===== config.mk =====
export PLATFORM = sky130hd
export DESIGN_NAME = dsi_ppi_rx_flat
export DESIGN_NICKNAME = d
export VERILOG_FILES = /design/src/rtl/dsi_ppi_rx_if.sv /design/src/rtl/dsi_ppi_rx.sv /design/src/flat_wrapper.sv
export SDC_FILE = /design/constraint.sdc
export NUM_CORES = 1
export LEC_CHECK = 0
export CORE_MARGIN = 2
export CORE_UTILIZATION = 45
export DETAILED_ROUTE_END_ITERATION = 8
export GPL_ROUTABILITY_DRIVEN = 0
export PLACE_DENSITY = 0.67
export SYNTH_ARGS = -nofsm -noshare
export SYNTH_HDL_FRONTEND = slang
export SYNTH_SLANG_ARGS = --single-unit

===== constraint.sdc =====
create_clock -name pclk -period 5.99 [get_ports pclk]
set_input_delay 1.198 -clock pclk [delete_from_list [all_inputs] [get_ports pclk]]
set_output_delay 1.198 -clock pclk [all_outputs]
set_load 0.005 [all_outputs]

===== src/rtl/dsi_ppi_rx_if.sv =====
// dsi_ppi_rx_if: bundle between a 4-lane PPI byte source and the DSI receive
// packet engine.
//   PPI side   : ppi_data_lane0..3 (lane0 = lowest byte), ppi_lane0_en..3_en
//   Short pkts : sp_valid, sp_dt, sp_vc, sp_data
//   Long pkts  : rx_valid, rx_data, rx_be, rx_first, rx_last, rx_dt
//   Status     : pkt_done, ecc_corr, ecc_err, crc_err, lane_err, err_cnt
// master drives the PPI lanes and consumes packet output; slave is the receiver.
interface dsi_ppi_rx_if;
   logic [7:0]  ppi_data_lane0;
   logic [7:0]  ppi_data_lane1;
   logic [7:0]  ppi_data_lane2;
   logic [7:0]  ppi_data_lane3;
   logic        ppi_lane0_en;
   logic        ppi_lane1_en;
   logic        ppi_lane2_en;
   logic        ppi_lane3_en;

   logic        sp_valid;
   logic [5:0]  sp_dt;
   logic [1:0]  sp_vc;
   logic [15:0] sp_data;

   logic        rx_valid;
   logic [31:0] rx_data;
   logic [3:0]  rx_be;
   logic        rx_first;
   logic        rx_last;
   logic [5:0]  rx_dt;

   logic        pkt_done;
   logic        ecc_corr;
   logic        ecc_err;
   logic        crc_err;
   logic        lane_err;
   logic [7:0]  err_cnt;

   modport master (
      output ppi_data_lane0, ppi_data_lane1, ppi_data_lane2, ppi_data_lane3,
      output ppi_lane0_en, ppi_lane1_en, ppi_lane2_en, ppi_lane3_en,
      input  sp_valid, sp_dt, sp_vc, sp_data,
      input  rx_valid, rx_data, rx_be, rx_first, rx_last, rx_dt,
      input  pkt_done, ecc_corr, ecc_err, crc_err, lane_err, err_cnt
   );

   modport slave (
      input  ppi_data_lane0, ppi_data_lane1, ppi_data_lane2, ppi_data_lane3,
      input  ppi_lane0_en, ppi_lane1_en, ppi_lane2_en, ppi_lane3_en,
      output sp_valid, sp_dt, sp_vc, sp_data,
      output rx_valid, rx_data, rx_be, rx_first, rx_last, rx_dt,
      output pkt_done, ecc_corr, ecc_err, crc_err, lane_err, err_cnt
   );
endinterface


===== src/rtl/dsi_ppi_rx.sv =====
// dsi_ppi_rx: receive-side DSI packet engine on a 4-lane PPI byte stream.
// Splits beats into packets, checks the header ECC, emits short-packet events
// and long-packet payload words, and checks the payload CRC-16 (0x8408, init
// 0xFFFF). All outputs are registered one cycle after the causing beat.
// Optional feature: define DSI_RX_ECC_CORRECT_EN to correct single-bit header
// errors (ecc_corr); otherwise any nonzero syndrome drops the packet.
// Ports:
//   pclk     core clock, rising edge
//   dsi_rst  asynchronous active-low reset
//   bus      dsi_ppi_rx_if.slave (PPI lanes in, packet/status outputs out)
// Parameter: MAX_WC, largest accepted long-packet word count.
module dsi_ppi_rx #(
   parameter logic [15:0] MAX_WC = 16'hFFFF
) (
   input logic         pclk,
   input logic         dsi_rst,
   dsi_ppi_rx_if.slave bus
);

   typedef enum logic [1:0] {HDR, PAYLOAD, CRC_HI} state_t;

   typedef struct packed {
      logic        sp_valid;
      logic [5:0]  sp_dt;
      logic [1:0]  sp_vc;
      logic [15:0] sp_data;
      logic        rx_valid;
      logic [31:0] rx_data;
      logic [3:0]  rx_be;
      logic        rx_first;
      logic        rx_last;
      logic [5:0]  rx_dt;
      logic        pkt_done;
      logic        ecc_corr;
      logic        ecc_err;
      logic        crc_err;
      logic        lane_err;
   } out_t;

   // DSI Hamming parity over {WC_hi, WC_lo, DI}
   function automatic logic [5:0] ecc_parity(input logic [23:0] d);
      logic [5:0] p;
      p[0] = ^(d & 24'hF12CB7);
      p[1] = ^(d & 24'hF2555B);
      p[2] = ^(d & 24'h749A6D);
      p[3] = ^(d & 24'hB8E38E);
      p[4] = ^(d & 24'hDF03F0);
      p[5] = ^(d & 24'hEFFC00);
      return p;
   endfunction

   function automatic logic [15:0] crc_byte(input logic [15:0] c, input logic [7:0] b);
      logic [15:0] r;
      r = c ^ {8'h00, b};
      for (int unsigned i = 0; i < 8; i++)
         r = r[0] ? ((r >> 1) ^ 16'h8408) : (r >> 1);
      return r;
   endfunction

   state_t      state, state_n;
   logic [16:0] rem, rem_n;
   logic [15:0] crc, crc_n;
   logic [7:0]  crc_lo, crc_lo_n;
   logic        first_pend, first_n;
   logic        corr_pend, corr_n;
   logic [7:0]  err_cnt, err_cnt_n;
   out_t        out_r, out_n;

   logic [31:0] beat;
   logic        en_all, en_any;
   logic [23:0] hdr_fix;
   logic [5:0]  syn;
   logic        hdr_corr, hdr_ok, hdr_long;
   logic [5:0]  hdr_dt;
   logic [15:0] hdr_wc;
   logic [3:0]  pay_be;
   logic [15:0] crc_upd;
   logic [15:0] rx_crc;
   logic        fail;

   assign beat   = {bus.ppi_data_lane3, bus.ppi_data_lane2, bus.ppi_data_lane1, bus.ppi_data_lane0};
   assign en_all = bus.ppi_lane0_en & bus.ppi_lane1_en & bus.ppi_lane2_en & bus.ppi_lane3_en;
   assign en_any = bus.ppi_lane0_en | bus.ppi_lane1_en | bus.ppi_lane2_en | bus.ppi_lane3_en;

   always_comb begin : hdr_check
      syn      = ecc_parity(beat[23:0]) ^ beat[29:24];
      hdr_fix  = beat[23:0];
      hdr_corr = 1'b0;
`ifdef DSI_RX_ECC_CORRECT_EN
      // one-hot syndrome: error sits in the ECC byte, header data is intact
      if ($onehot(syn))
         hdr_corr = 1'b1;
      for (int unsigned j = 0; j < 24; j++) begin
         if (syn == ecc_parity(24'd1 << j)) begin
            hdr_fix  = beat[23:0] ^ (24'd1 << j);
            hdr_corr = 1'b1;
         end
      end
`endif
      hdr_ok   = (beat[31:30] == 2'b00) && ((syn == 6'd0) || hdr_corr);
      hdr_dt   = hdr_fix[5:0];
      hdr_wc   = hdr_fix[23:8];
      hdr_long = (hdr_dt == 6'h29) || (hdr_dt == 6'h39) || (hdr_dt == 6'h3E);
   end

   // rem counts payload + CRC bytes still due; payload occupies the low lanes
   always_comb begin : payload_math
      if (rem >= 17'd6)      pay_be = 4'hF;
      else if (rem == 17'd5) pay_be = 4'h7;
      else if (rem == 17'd4) pay_be = 4'h3;
      else if (rem == 17'd3) pay_be = 4'h1;
      else                   pay_be = 4'h0;

      crc_upd = crc;
      if (pay_be[0]) crc_upd = crc_byte(crc_upd, beat[7:0]);
      if (pay_be[1]) crc_upd = crc_byte(crc_upd, beat[15:8]);
      if (pay_be[2]) crc_upd = crc_byte(crc_upd, beat[23:16]);
      if (pay_be[3]) crc_upd = crc_byte(crc_upd, beat[31:24]);

      if (rem == 17'd4)      rx_crc = beat[31:16];
      else if (rem == 17'd3) rx_crc = beat[23:8];
      else                   rx_crc = beat[15:0];
   end

   always_comb begin : fsm_next
      state_n  = state;
      rem_n    = rem;
      crc_n    = crc;
      crc_lo_n = crc_lo;
      first_n  = first_pend;
      corr_n   = corr_pend;
      fail     = 1'b0;

      out_n          = out_r;
      out_n.sp_valid = 1'b0;
      out_n.rx_valid = 1'b0;
      out_n.rx_data  = '0;
      out_n.rx_be    = '0;
      out_n.rx_first = 1'b0;
      out_n.rx_last  = 1'b0;
      out_n.pkt_done = 1'b0;
      out_n.ecc_corr = 1'b0;
      out_n.ecc_err  = 1'b0;
      out_n.crc_err  = 1'b0;
      out_n.lane_err = 1'b0;

      unique case (state)
         HDR: begin
            if (en_any && !en_all) begin
               out_n.lane_err = 1'b1;
               out_n.pkt_done = 1'b1;
               fail           = 1'b1;
            end else if (en_all) begin
               if (!hdr_ok || (hdr_long && ({1'b0, hdr_wc} > {1'b0, MAX_WC}))) begin
                  out_n.ecc_err  = 1'b1;
                  out_n.pkt_done = 1'b1;
                  fail           = 1'b1;
               end else if (hdr_long) begin
                  state_n     = PAYLOAD;
                  rem_n       = {1'b0, hdr_wc} + 17'd2;
                  crc_n       = '1;
                  first_n     = 1'b1;
                  corr_n      = hdr_corr;
                  out_n.rx_dt = hdr_dt;
                  out_n.sp_vc = hdr_fix[7:6];
               end else begin
                  out_n.sp_valid = 1'b1;
                  out_n.sp_dt    = hdr_dt;
                  out_n.sp_vc    = hdr_fix[7:6];
                  out_n.sp_data  = hdr_wc;
                  out_n.pkt_done = 1'b1;
                  out_n.ecc_corr = hdr_corr;
               end
            end
         end

         PAYLOAD: begin
            if (!en_all) begin
               out_n.lane_err = 1'b1;
               out_n.pkt_done = 1'b1;
               out_n.ecc_corr = corr_pend;
               fail           = 1'b1;
               state_n        = HDR;
            end else begin
               out_n.rx_valid = |pay_be;
               out_n.rx_be    = pay_be;
               out_n.rx_data  = beat & {{8{pay_be[3]}}, {8{pay_be[2]}}, {8{pay_be[1]}}, {8{pay_be[0]}}};
               out_n.rx_first = first_pend & (|pay_be);
               out_n.rx_last  = (|pay_be) && (rem <= 17'd6);
               if (|pay_be)
                  first_n = 1'b0;
               if (rem <= 17'd4) begin
                  // both CRC bytes present; remaining lanes are padding
                  out_n.crc_err  = (rx_crc != crc_upd);
                  out_n.pkt_done = 1'b1;
                  out_n.ecc_corr = corr_pend;
                  fail           = (rx_crc != crc_upd);
                  state_n        = HDR;
               end else begin
                  crc_n = crc_upd;
                  rem_n = rem - 17'd4;
                  if (rem == 17'd5) begin
                     crc_lo_n = beat[31:24];
                     state_n  = CRC_HI;
                  end
               end
            end
         end

         CRC_HI: begin
            out_n.pkt_done = 1'b1;
            out_n.ecc_corr = corr_pend;
            state_n        = HDR;
            if (!en_all) begin
               out_n.lane_err = 1'b1;
               fail           = 1'b1;
            end else begin
               out_n.crc_err = ({beat[7:0], crc_lo} != crc);
               fail          = ({beat[7:0], crc_lo} != crc);
            end
         end

         default: state_n = HDR;
      endcase

      err_cnt_n = (fail && (err_cnt != 8'hFF)) ? err_cnt + 8'd1 : err_cnt;
   end

   always_ff @(posedge pclk or negedge dsi_rst) begin
      if (!dsi_rst) begin
         state      <= HDR;
         rem        <= '0;
         crc        <= '1;
         crc_lo     <= '0;
         first_pend <= 1'b0;
         corr_pend  <= 1'b0;
         err_cnt    <= '0;
         out_r      <= '0;
      end else begin
         state      <= state_n;
         rem        <= rem_n;
         crc        <= crc_n;
         crc_lo     <= crc_lo_n;
         first_pend <= first_n;
         corr_pend  <= corr_n;
         err_cnt    <= err_cnt_n;
         out_r      <= out_n;
      end
   end

   assign bus.sp_valid = out_r.sp_valid;
   assign bus.sp_dt    = out_r.sp_dt;
   assign bus.sp_vc    = out_r.sp_vc;
   assign bus.sp_data  = out_r.sp_data;
   assign bus.rx_valid = out_r.rx_valid;
   assign bus.rx_data  = out_r.rx_data;
   assign bus.rx_be    = out_r.rx_be;
   assign bus.rx_first = out_r.rx_first;
   assign bus.rx_last  = out_r.rx_last;
   assign bus.rx_dt    = out_r.rx_dt;
   assign bus.pkt_done = out_r.pkt_done;
   assign bus.ecc_corr = out_r.ecc_corr;
   assign bus.ecc_err  = out_r.ecc_err;
   assign bus.crc_err  = out_r.crc_err;
   assign bus.lane_err = out_r.lane_err;
   assign bus.err_cnt  = err_cnt;

endmodule

===== src/flat_wrapper.sv =====
// flat-port wrapper written by rule: the top's interface ports become plain ports
module dsi_ppi_rx_flat 
#(
   parameter logic [15:0] MAX_WC = 16'hFFFF
)
  (pclk, dsi_rst, bus_ppi_data_lane0, bus_ppi_data_lane1, bus_ppi_data_lane2, bus_ppi_data_lane3, bus_ppi_lane0_en, bus_ppi_lane1_en, bus_ppi_lane2_en, bus_ppi_lane3_en, bus_sp_valid, bus_sp_dt, bus_sp_vc, bus_sp_data, bus_rx_valid, bus_rx_data, bus_rx_be, bus_rx_first, bus_rx_last, bus_rx_dt, bus_pkt_done, bus_ecc_corr, bus_ecc_err, bus_crc_err, bus_lane_err, bus_err_cnt);
  dsi_ppi_rx_if bus_i ();
  input logic pclk;
  input logic dsi_rst;
  input wire logic [$bits(bus_i.ppi_data_lane0)-1:0] bus_ppi_data_lane0;
  input wire logic [$bits(bus_i.ppi_data_lane1)-1:0] bus_ppi_data_lane1;
  input wire logic [$bits(bus_i.ppi_data_lane2)-1:0] bus_ppi_data_lane2;
  input wire logic [$bits(bus_i.ppi_data_lane3)-1:0] bus_ppi_data_lane3;
  input wire logic [$bits(bus_i.ppi_lane0_en)-1:0] bus_ppi_lane0_en;
  input wire logic [$bits(bus_i.ppi_lane1_en)-1:0] bus_ppi_lane1_en;
  input wire logic [$bits(bus_i.ppi_lane2_en)-1:0] bus_ppi_lane2_en;
  input wire logic [$bits(bus_i.ppi_lane3_en)-1:0] bus_ppi_lane3_en;
  output wire logic [$bits(bus_i.sp_valid)-1:0] bus_sp_valid;
  output wire logic [$bits(bus_i.sp_dt)-1:0] bus_sp_dt;
  output wire logic [$bits(bus_i.sp_vc)-1:0] bus_sp_vc;
  output wire logic [$bits(bus_i.sp_data)-1:0] bus_sp_data;
  output wire logic [$bits(bus_i.rx_valid)-1:0] bus_rx_valid;
  output wire logic [$bits(bus_i.rx_data)-1:0] bus_rx_data;
  output wire logic [$bits(bus_i.rx_be)-1:0] bus_rx_be;
  output wire logic [$bits(bus_i.rx_first)-1:0] bus_rx_first;
  output wire logic [$bits(bus_i.rx_last)-1:0] bus_rx_last;
  output wire logic [$bits(bus_i.rx_dt)-1:0] bus_rx_dt;
  output wire logic [$bits(bus_i.pkt_done)-1:0] bus_pkt_done;
  output wire logic [$bits(bus_i.ecc_corr)-1:0] bus_ecc_corr;
  output wire logic [$bits(bus_i.ecc_err)-1:0] bus_ecc_err;
  output wire logic [$bits(bus_i.crc_err)-1:0] bus_crc_err;
  output wire logic [$bits(bus_i.lane_err)-1:0] bus_lane_err;
  output wire logic [$bits(bus_i.err_cnt)-1:0] bus_err_cnt;
  assign bus_i.ppi_data_lane0 = bus_ppi_data_lane0;
  assign bus_i.ppi_data_lane1 = bus_ppi_data_lane1;
  assign bus_i.ppi_data_lane2 = bus_ppi_data_lane2;
  assign bus_i.ppi_data_lane3 = bus_ppi_data_lane3;
  assign bus_i.ppi_lane0_en = bus_ppi_lane0_en;
  assign bus_i.ppi_lane1_en = bus_ppi_lane1_en;
  assign bus_i.ppi_lane2_en = bus_ppi_lane2_en;
  assign bus_i.ppi_lane3_en = bus_ppi_lane3_en;
  assign bus_sp_valid = bus_i.sp_valid;
  assign bus_sp_dt = bus_i.sp_dt;
  assign bus_sp_vc = bus_i.sp_vc;
  assign bus_sp_data = bus_i.sp_data;
  assign bus_rx_valid = bus_i.rx_valid;
  assign bus_rx_data = bus_i.rx_data;
  assign bus_rx_be = bus_i.rx_be;
  assign bus_rx_first = bus_i.rx_first;
  assign bus_rx_last = bus_i.rx_last;
  assign bus_rx_dt = bus_i.rx_dt;
  assign bus_pkt_done = bus_i.pkt_done;
  assign bus_ecc_corr = bus_i.ecc_corr;
  assign bus_ecc_err = bus_i.ecc_err;
  assign bus_crc_err = bus_i.crc_err;
  assign bus_lane_err = bus_i.lane_err;
  assign bus_err_cnt = bus_i.err_cnt;
  dsi_ppi_rx #(.MAX_WC(MAX_WC)) u_core (.pclk(pclk), .dsi_rst(dsi_rst), .bus(bus_i));
endmodule

==> results of run 1 <==
==> cells in the mapped netlist, types with 6 or more instances <==
cell type / count / share of area (%)
o21ai_0: 46 / 2.3
nor3_1: 23 / 1.1
xor2_1: 71 / 6.1
a21oi_1: 91 / 4.5
xnor2_1: 130 / 11
buf_6: 8 / 0.88
mux2i_1: 14 / 1.4
dfstp_2: 16 / 4.1
clkbuf_1: 45 / 1.7
or3_1: 10 / 0.61
nor4_1: 11 / 0.67
nand4_1: 16 / 0.98
and3_1: 15 / 0.92
ha_1: 23 / 2.8
o211ai_1: 8 / 0.59
inv_1: 22 / 0.81
a211oi_1: 10 / 0.74
xnor3_1: 17 / 3.8
and2_1: 28 / 1.7
mux2_2: 38 / 4.2
o21ai_1: 6 / 0.29
buf_2: 11 / 0.54
a31oi_1: 6 / 0.37
nand2_1: 100 / 3.7
xor3_1: 9 / 2.1
dfrtp_1: 110 / 27
nor2_1: 64 / 2.4
o22ai_1: 6 / 0.37
nand3_1: 17 / 0.83
==> metrics by stage <==
stage                     util, %  instances  area [um^2]
after global routing         60.8       1608        13600
after CTS                    59.5       1599        13400
after floorplan                 -       1076        10200
final                        60.8       1608        13600
after detailed placement     56.2       1565        12600
after global placement       56.2       1565        12600
==> layout make-up <==
class                   instances  area [um^2]
well taps                     285          357
clock buffers                  17          425
repair buffers                290         2540
fillers                      1841         8800
multi-input cells             854         6850
clock inverters                14          205
inverters                      22         82.6
flip-flops and latches        126         3170
==> metal layers <==
metal  global-route usage [%]  up-vias
li1                         -     4217
met1                     42.3     4616
met2                     48.3      605
met3                     6.81      127
met4                     14.9        0
met5                        0        -
==> report_power, final <==
part | internal (mW) | leakage, nW | switching [mW] | total [mW]
logic | 1.54 | 4.21 | 1.39 | 2.93
clock network | 0.705 | 0.307 | 0.445 | 1.15
registers | 0.888 | 1.67 | 0.0435 | 0.931
total | 3.13 | 6.18 | 1.88 | 5.01
==> worst min-delay path, stage by stage (launching register included) <==
cell	delay, ps
dfrtp_1	340
nand2_1	50
o21ai_0	60
==> what timing repair did <==
item,CTS,global route
buffers inserted,3,9
pin swaps,5,22
gates resized for setup,15,40
setup endpoints to repair,8,9
==> cells by family after synthesis <==
kind of cell               count (synthesis)
buffers and inverters                     96
AOI/OAI and AO/OA                        221
other                                      1
xor gates and xnor gates                 240
adders and majority gates                 23
DFF                                      126
and+or+nand+nor                          314
muxes                                     55
==> path summary, 6_finish.rpt <==
check,start,end,slack [ps],cells past startpoint
setup / recovery,bus_ppi_data_lane0[3],u_core.bus.err_cnt[1],-10,17
hold / removal,u_core.bus.rx_dt[2],u_core.bus.rx_dt[2],480,2
setup reg to reg,u_core.rem[13],u_core.bus.err_cnt[1],290,18
hold reg to reg,u_core.bus.rx_dt[2],u_core.bus.rx_dt[2],480,2
max in group asynchronous,dsi_rst,u_core.rem[4],3840,2
min in group asynchronous,dsi_rst,u_core.bus.rx_data[5],900,1
==> registers in the layout, indices dropped and copies added, names as in the netlist <==
name	count
u_core.bus.rx_data	32
u_core.rem	17
u_core.bus.sp_data	16
u_core.crc	16
u_core.bus.err_cnt	8
u_core.crc_lo	8
u_core.bus.rx_dt	6
u_core.bus.sp_dt	6
u_core.bus.rx_be	4
u_core.bus.sp_vc	2
u_core.state	2
u_core.bus.crc_err	1
u_core.bus.ecc_err	1
u_core.bus.lane_err	1
u_core.bus.pkt_done	1
u_core.bus.rx_first	1
u_core.bus.rx_last	1
u_core.bus.rx_valid	1
u_core.bus.sp_valid	1
u_core.first_pend	1
==> impl_metrics.tcl, run 1 <==
set metrics [dict create \
    die_w_um 155 \
    async_flop_share_pct 100 \
    synth_edf_count 0 \
    end_kind "flip-flop" \
    clockBufferDepth 2 \
    setup_slack_ps -11.0 \
    fin_skew_ps 18.7 \
    period_minus_slack_ps 6000 \
    syn_inst 1076 \
    finalSetupTns_ps -11.0 \
    groute.usage.overall_pct 31.4 \
    design_power_total_mw 5.01 \
    cellLeakagePower_nw 6.18 \
    path_class "in2reg" \
    cts_sinks 126 \
    grt_pass1_wl_um 56000 \
    synth_top_family_by_area "XOR/XNOR gates" \
    htreeDepth 4 \
    top_layer_used "met4" \
    synth_fa_ha_area_share_pct 2.82 \
    netlist_area_mm2 0.0102 \
    via_count 9565 \
    grt_max_degree 73 \
    dr.pass1.iters 6 \
    layout-drive-gt1-share_pct 25.6 \
    hold_viol 0 \
    cp.arrival_ps 6310 \
    synth_compound_area_share_pct 13.7 \
    placeableCoreArea_mm2 0.0224 \
    avgSynthCellArea_um2 9.48 \
    ys.warnings.count 0 \
    critical-path-slowest-cell "clkdlybuf4s50_1" \
    insertion_delay_ps 430 \
    wl_um 37800 \
    synth_xor_area_share_pct 26.0 \
    final-setup-viol-count 1 \
    wl_met2_um 16700 \
    postRouteAntennaNets 0 \
    drt_iter0_markers 1245 \
    die_y_um 155 \
    rows 55 \
    dp_hpwl_um 27200 \
    cp_max_fo 10 \
    cp-start-kind "primary input" \
    crit_family "XOR/XNOR gates" \
    synthMuxAreaShare_pct 6.16 \
    final_common_cell "buf_4" \
    grt_pass1_vias 9009 \
    powerDensity_mw_per_mm2 367 \
    area_growth_pct 33.6 \
    syn-num-nets 1137 \
    status "finished, violations left" \
    clk_pin_slew_worst_paths_ps 60 \
    grt_overflow 0 \
    synth_flop_cell "dfrtp_1" \
    cpPeakStageDelay_ps 550 \
    top_level_ports 121 \
    antenna_cells 0 \
    start_util_pct 45.5 \
    cp_common_cell "xnor3_1" \
    cts-root-buf "clkbuf_16" \
    dieArea_mm2 0.0239 \
    final_cell_mix "166 x buf_4, 116 x xnor2_1, 112 x clkdlybuf4s50_1" \
    ir_drop_uv 284 \
    violations "negative setup slack" \
    report.final.slew_viol_count 0 \
    cts_tree "done" \
    post_drt_wl_per_cell_um 23.5 \
    yosys.area_share.simple_pct 15.7 \
    holdWs_ps 484 \
    slew_headroom_pct 39.9 \
    worst-path-buf-inv 2 \
    wl_met3_um 4120 \
    via_per_inst 5.95 \
    max_cap_viol_count 0 \
    final_nets 1372 \
    hp-class "reg2reg" \
    fin_crit_sh_pct 100 \
    numCtsBuffers 17 \
    yosysSeqAreaShare_pct 31.1 \
    ys_seq_elements 126 \
    synth.distinct_cells 92 \
    required_ps 6300 \
    wl_met1_um 15100 \
    tightestPinTransition_ps 901 \
    fmax_mhz 167 \
    placement.io_buffers 119 \
    grt_antenna_before_repair 0 \
    cts_hold_buf 0 \
    path_cells "clkdlybuf4s50_1, buf_6, xnor2_1, xnor3_1, xor2_1, o21ai_2, xnor3_1, and2_2, xnor3_2, xnor2_4, nor2_1, a2111oi_2, nand3_1, or3b_4, o211ai_4, a21oi_4, mux2_4" \
    pre_cts_ws_ps -536 \
    remaining_drc_errors 0 \
]
Power figures use the tool's default switching activity.
==> run 2, diff against run 1 <==
--- a/config.mk
+++ b/config.mk
@@ -8,7 +8,6 @@
 export CORE_MARGIN = 2
 export CORE_UTILIZATION = 45
 export DETAILED_ROUTE_END_ITERATION = 8
-export GPL_ROUTABILITY_DRIVEN = 0
 export PLACE_DENSITY = 0.67
 export SYNTH_ARGS = -nofsm -noshare
 export SYNTH_HDL_FRONTEND = slang
==> impl_metrics.tcl, run 2 (synthesis gave the netlist of run 1 again) <==
set metrics [dict create \
    status "finished, final reports clean" \
    pre_cts_ws_ps -601 \
    fillers 1901 \
    cp_max_fo 7 \
    design_area_mm2 0.0136 \
    ir_drop_uv 313 \
    critical-path-slowest-cell "clkdlybuf4s50_1" \
    start_util_pct 45.5 \
    remaining_drc_errors 0 \
    place_congestion 1.01 \
    postRouteAntennaNets 0 \
    crit_family "XOR/XNOR gates" \
    htreeDepth 4 \
    path_cells "clkdlybuf4s50_1, xor3_2, xnor3_2, xor2_2, buf_4, mux2_2, or3_1, a31o_4, xnor2_4, xor2_2, buf_4, xnor2_2, mux2i_4, xor2_1, or3b_4, o211ai_4, a21oi_4, mux2_4" \
    cts_hold_buf 0 \
    final_cell_mix "184 x buf_4, 119 x xnor2_1, 111 x clkdlybuf4s50_1" \
    insertion_delay_ps 440 \
    required_ps 6310 \
    end_kind "flip-flop" \
    worstSetupStartpoint "bus_ppi_data_lane0[7]" \
    dp.cells 1582 \
    report.final.slew_viol_count 0 \
    r2r_start "u_core.rem[7]" \
    numCtsBuffers 17 \
    top_level_ports 121 \
    reg2regPathDepth 18 \
    cp-start-kind "primary input" \
    cp.arrival_ps 6190 \
    fin_crit_sh_pct 98.0 \
    cp-endpoint "u_core.bus.err_cnt[1]" \
    wl_um 38500 \
    cts_sinks 126 \
    dp_hpwl_um 28900 \
    clk_pin_slew_worst_paths_ps 60 \
    area_growth_pct 33.5 \
    final_nets 1387 \
    hold_viol 0 \
    placeableCoreArea_mm2 0.0224 \
    path_depth 18 \
    tightestPinTransition_ps 975 \
    grt_pass1_wl_um 57100 \
    grt_pass1_vias 8990 \
    final_common_cell "buf_4" \
    grt_antenna_before_repair 1 \
    worst-path-buf-inv 3 \
    hp-class "reg2reg" \
    holdWs_ps 478 \
    dr.pass1.iters 5 \
    path_class "in2reg" \
    max_cap_viol_count 0 \
    cellLeakagePower_nw 6.22 \
    final-setup-viol-count 0 \
    final_cell_count_no_fill 1624 \
    drt_iter0_markers 1017 \
    via_count 9375 \
    fin_skew_ps 14.0 \
    reg2reg_setup_slack_ps 370 \
    cts-root-buf "clkbuf_16" \
    rows 55 \
    place_area_mm2 0.0127 \
    clockBufferDepth 2 \
    period_minus_slack_ps 5870 \
    finalSetupTns_ps 0 \
    layout-drive-gt1-share_pct 25.5 \
    grt_overflow 0 \
    placement.io_buffers 119 \
    cpPeakStageDelay_ps 520 \
    groute.usage.overall_pct 32.5 \
    fmax_mhz 170 \
    largest_reg_flops 32 \
    setup_slack_ps 119 \
    post_drt_wl_per_cell_um 23.7 \
    powerDensity_mw_per_mm2 368 \
    die_w_um 155 \
    cts_tree "done" \
    dieArea_mm2 0.0239 \
    die_y_um 155 \
    via_per_inst 5.77 \
    grt_max_degree 66 \
    slew_headroom_pct 34.7 \
    r2r-end "u_core.bus.err_cnt[1]" \
]
## run 2: worst reg2reg max path, cell delays in order, from the launching register on
cell and delay [ps]:
dfrtp_1 450, nor4_1 390, and4_1 360, nand3_2 230, buf_4 300, nor4_1 520
o21ai_0 280, a21o_1 210, a21oi_1 170, xnor3_1 310, buf_4 180, xor2_1 190
mux2i_1 270, xnor2_1 200, xnor2_1 110, or4_4 560, o211ai_4 300, a21oi_4 140
mux2_4 320
## run 2: report_power, final
group | total [mW] | internal [mW] | switching [mW]
Combinational | 2.94 | 1.55 | 1.39
Clock | 1.14 | 0.704 | 0.431
Sequential | 0.929 | 0.888 | 0.0413
## run 2: worst min path at each step
stage,to,cells past startpoint,slack (ps),startpoint
final,u_core.bus.rx_dt[1],2,480,u_core.bus.rx_dt[1]
after global routing,u_core.bus.rx_first,1,510,u_core.first_pend
after CTS,u_core.bus.rx_dt[1],2,480,u_core.bus.rx_dt[1]
after detailed placement,u_core.bus.rx_dt[1],2,470,u_core.bus.rx_dt[1]
after global placement,u_core.bus.rx_dt[1],2,470,u_core.bus.rx_dt[1]
after floorplan,u_core.bus.rx_first,1,450,u_core.first_pend
## run 2: area by class of cell
cell class | instances | area [um^2] | area share (%)
multi-input cells | 854 | 6750 | 49.6
repair buffers | 305 | 2620 | 19.2
clock inverters | 14 | 209 | 1.53
flip-flops and latches | 126 | 3170 | 23.3
clock buffers | 17 | 425 | 3.12
diodes | 1 | 2.50 | 0.0184
well taps | 285 | 357 | 2.62
inverters | 22 | 82.6 | 0.606
## run 2: repair_timing
action / in CTS / in global routing
endpoints found under the hold margin: 0 / 0
endpoints found under the setup margin: 8 / 8
setup buffers: 5 / 5
resized for setup: 15 / 26
pin swaps: 6 / 17
## run 2: per-layer routing
| metal | global-route usage [%] | wire [um] | vias to the layer above |
|---|---|---|---|
| met5 | 0 | 0 | - |
| met4 | 13.6 | 1520 | 0 |
| met3 | 7.96 | 3600 | 91 |
| met2 | 49.7 | 17000 | 511 |
| met1 | 44.2 | 16400 | 4527 |
| li1 | - | - | 4246 |
## run 2: metrics by stage
stage	total power [mW]	utilization, %
detailed placement	3.64	56.6
CTS	4.84	60.0
floorplan	2.50	-
finish	5.00	60.7
global route	5.24	60.7
global placement	3.65	56.6
==> run 3, diff against run 2 <==
--- a/config.mk
+++ b/config.mk
@@ -5,10 +5,12 @@
 export SDC_FILE = /design/constraint.sdc
 export NUM_CORES = 1
 export LEC_CHECK = 0
+export CELL_PAD_IN_SITES_DETAIL_PLACEMENT = 0
+export CELL_PAD_IN_SITES_GLOBAL_PLACEMENT = 1
 export CORE_MARGIN = 2
-export CORE_UTILIZATION = 45
+export CORE_UTILIZATION = 44
 export DETAILED_ROUTE_END_ITERATION = 8
-export PLACE_DENSITY = 0.67
+export PLACE_DENSITY_LB_ADDON = 0.1
 export SYNTH_ARGS = -nofsm -noshare
 export SYNTH_HDL_FRONTEND = slang
 export SYNTH_SLANG_ARGS = --single-unit
==> impl_metrics.tcl, run 3 (synthesis gave the netlist of run 1 again) <==
set metrics [dict create \
    status "finished, final reports clean" \
    required_ps 6310 \
    die_y_um 156 \
    ir_drop_uv 671 \
    cts_tree "done" \
    p_seq_share_pct 19.0 \
    cp.arrival_ps 6170 \
    fmax_mhz 171 \
    crit_family "XOR/XNOR gates" \
    grt_overflow 0 \
    layout-drive-gt1-share_pct 25.1 \
    design_area_mm2 0.0135 \
    top_level_ports 121 \
    cts_hold_buf 0 \
    fin_util_pct 59.7 \
    grt_max_degree 67 \
    hold_viol 0 \
    via_per_inst 5.68 \
    cts_sinks 126 \
    powerDensity_mw_per_mm2 360 \
    placement.io_buffers 119 \
    numCtsBuffers 17 \
    cp_common_cell "buf_4" \
    design_power_total_mw 4.88 \
    setup_slack_ps 136 \
    final-setup-viol-count 0 \
    die_w_um 156 \
    swShare_pct 37.4 \
    slew_headroom_pct 41.2 \
    place_area_mm2 0.0127 \
    insertion_delay_ps 440 \
    final_common_cell "buf_4" \
    remaining_drc_errors 0 \
    report.final.slew_viol_count 0 \
    postRouteAntennaNets 0 \
    start_util_pct 44.9 \
    grt_pass1_wl_um 56600 \
    placeableCoreArea_mm2 0.0227 \
    cts-root-buf "clkbuf_16" \
    hold_depth 2 \
    comb_power_share_pct 58.5 \
    fin_crit_sh_pct 97.7 \
    rows 55 \
    wl_um 38800 \
    end_kind "flip-flop" \
    p_sw_mw 1.82 \
    groute.usage.overall_pct 32.0 \
    fin_skew_ps 21.9 \
    htreeDepth 4 \
    area_growth_pct 32.8 \
    dr.pass1.iters 5 \
    cpPeakStageDelay_ps 560 \
    clk_pin_slew_worst_paths_ps 60 \
    via_count 9213 \
    dp_hpwl_um 29300 \
    critical-path-slowest-cell "clkdlybuf4s50_1" \
    final_cell_mix "179 x buf_4, 122 x xnor2_1, 113 x clkdlybuf4s50_1" \
    cp_max_fo 7 \
    cp-start-kind "primary input" \
    path_class "in2reg" \
    path_cells "clkdlybuf4s50_1, xor3_2, buf_4, xnor3_2, buf_4, a31o_1, a221oi_2, xnor3_1, mux2i_1, buf_4, xnor2_1, xnor2_4, nor2_1, a2111oi_1, nand3_1, or3b_4, o211ai_4, a21oi_4, mux2_4" \
    max_cap_viol_count 0 \
    reg2regPathDepth 18 \
    drt_iter0_markers 812 \
    path_depth 19 \
    clockBufferDepth 2 \
    worst-path-buf-inv 4 \
    p_clk_share_pct 22.5 \
    hp-class "reg2reg" \
    cellLeakagePower_nw 6.14 \
    largest_reg_flops 32 \
    final_nets 1384 \
    grt_antenna_before_repair 0 \
    dieArea_mm2 0.0244 \
    internal_power_mw 3.06 \
    post_drt_wl_per_cell_um 23.9 \
    grt_pass1_vias 8863 \
    tightestPinTransition_ps 883 \
    pre_cts_ws_ps -606 \
    place_congestion 0.971 \
    period_minus_slack_ps 5850 \
]
[run 3: changes by cell type in the layout (fill, tap and decap cells not counted), sizes merged]
cell,delta
dlymetal6s2s,-3
clkdlybuf4s50,+2
clkbuf,+2
inv,+4
clkinv,-4
clkinvlp,+2
bufinv,-2
buf,-3
[run 3: final timing paths]
path / start / endpoint / slack, ps
worst max-delay path: bus_ppi_data_lane0[6] / u_core.bus.err_cnt[1] / 140
worst min-delay path: u_core.bus.rx_dt[2] / u_core.bus.rx_dt[2] / 490
worst max register to register: u_core.rem[15] / u_core.bus.err_cnt[1] / 280
worst min register to register: u_core.bus.rx_dt[2] / u_core.bus.rx_dt[2] / 490
max in group asynchronous: dsi_rst / u_core.crc[10] / 4020
min in group asynchronous: dsi_rst / u_core.rem[11] / 870
[run 3: metrics by stage]
stage,hold slack (ps),TNS [ps],cells
CTS,487,0,1620
finish,487,0,1622
floorplan,454,0,1076
global placement,464,-5210,1583
global route,516,-22.8,1621
detailed placement,475,-4310,1583
[run 3: what timing repair did]
action                     in CTS  in global routing
setup endpoints to repair       8                  9
pin swaps                      10                  9
gates resized for setup        15                 20
setup buffers                   5                  1
[run 3: area by class of cell]
cell class | count | area, um^2
sequential | 126 | 3170
clock inverter | 14 | 170
antenna | 1 | 2.50
multi-input combinational | 854 | 6720
inverter | 22 | 82.6
timing repair buffer | 302 | 2610
clock buffer | 18 | 439
tap | 285 | 357
fill | 2007 | 9160
[run 3: layer usage]
metal / vias up / track usage, % / wire length, um
met2: 388 / 51.6 / 17700
met5: - / 0 / 0
li1: 4242 / - / -
met3: 74 / 6.45 / 2780
met1: 4509 / 43.0 / 16900
met4: 0 / 11.3 / 1390
[run 3: power by group through the flow]
stage	registers, mW	logic, mW	clock network [mW]
floorplan	0.937	1.57	0
global placement	0.941	2.70	0
detailed placement	0.941	2.70	0
CTS	0.925	2.78	1.11
global route	0.931	3.05	1.15
finish	0.927	2.86	1.10
[run 3: worst min-delay path, cell delays in order (launching register included)]
cell     delay (ps)
dfrtp_1         340
nand2_1          50
o21ai_0          60
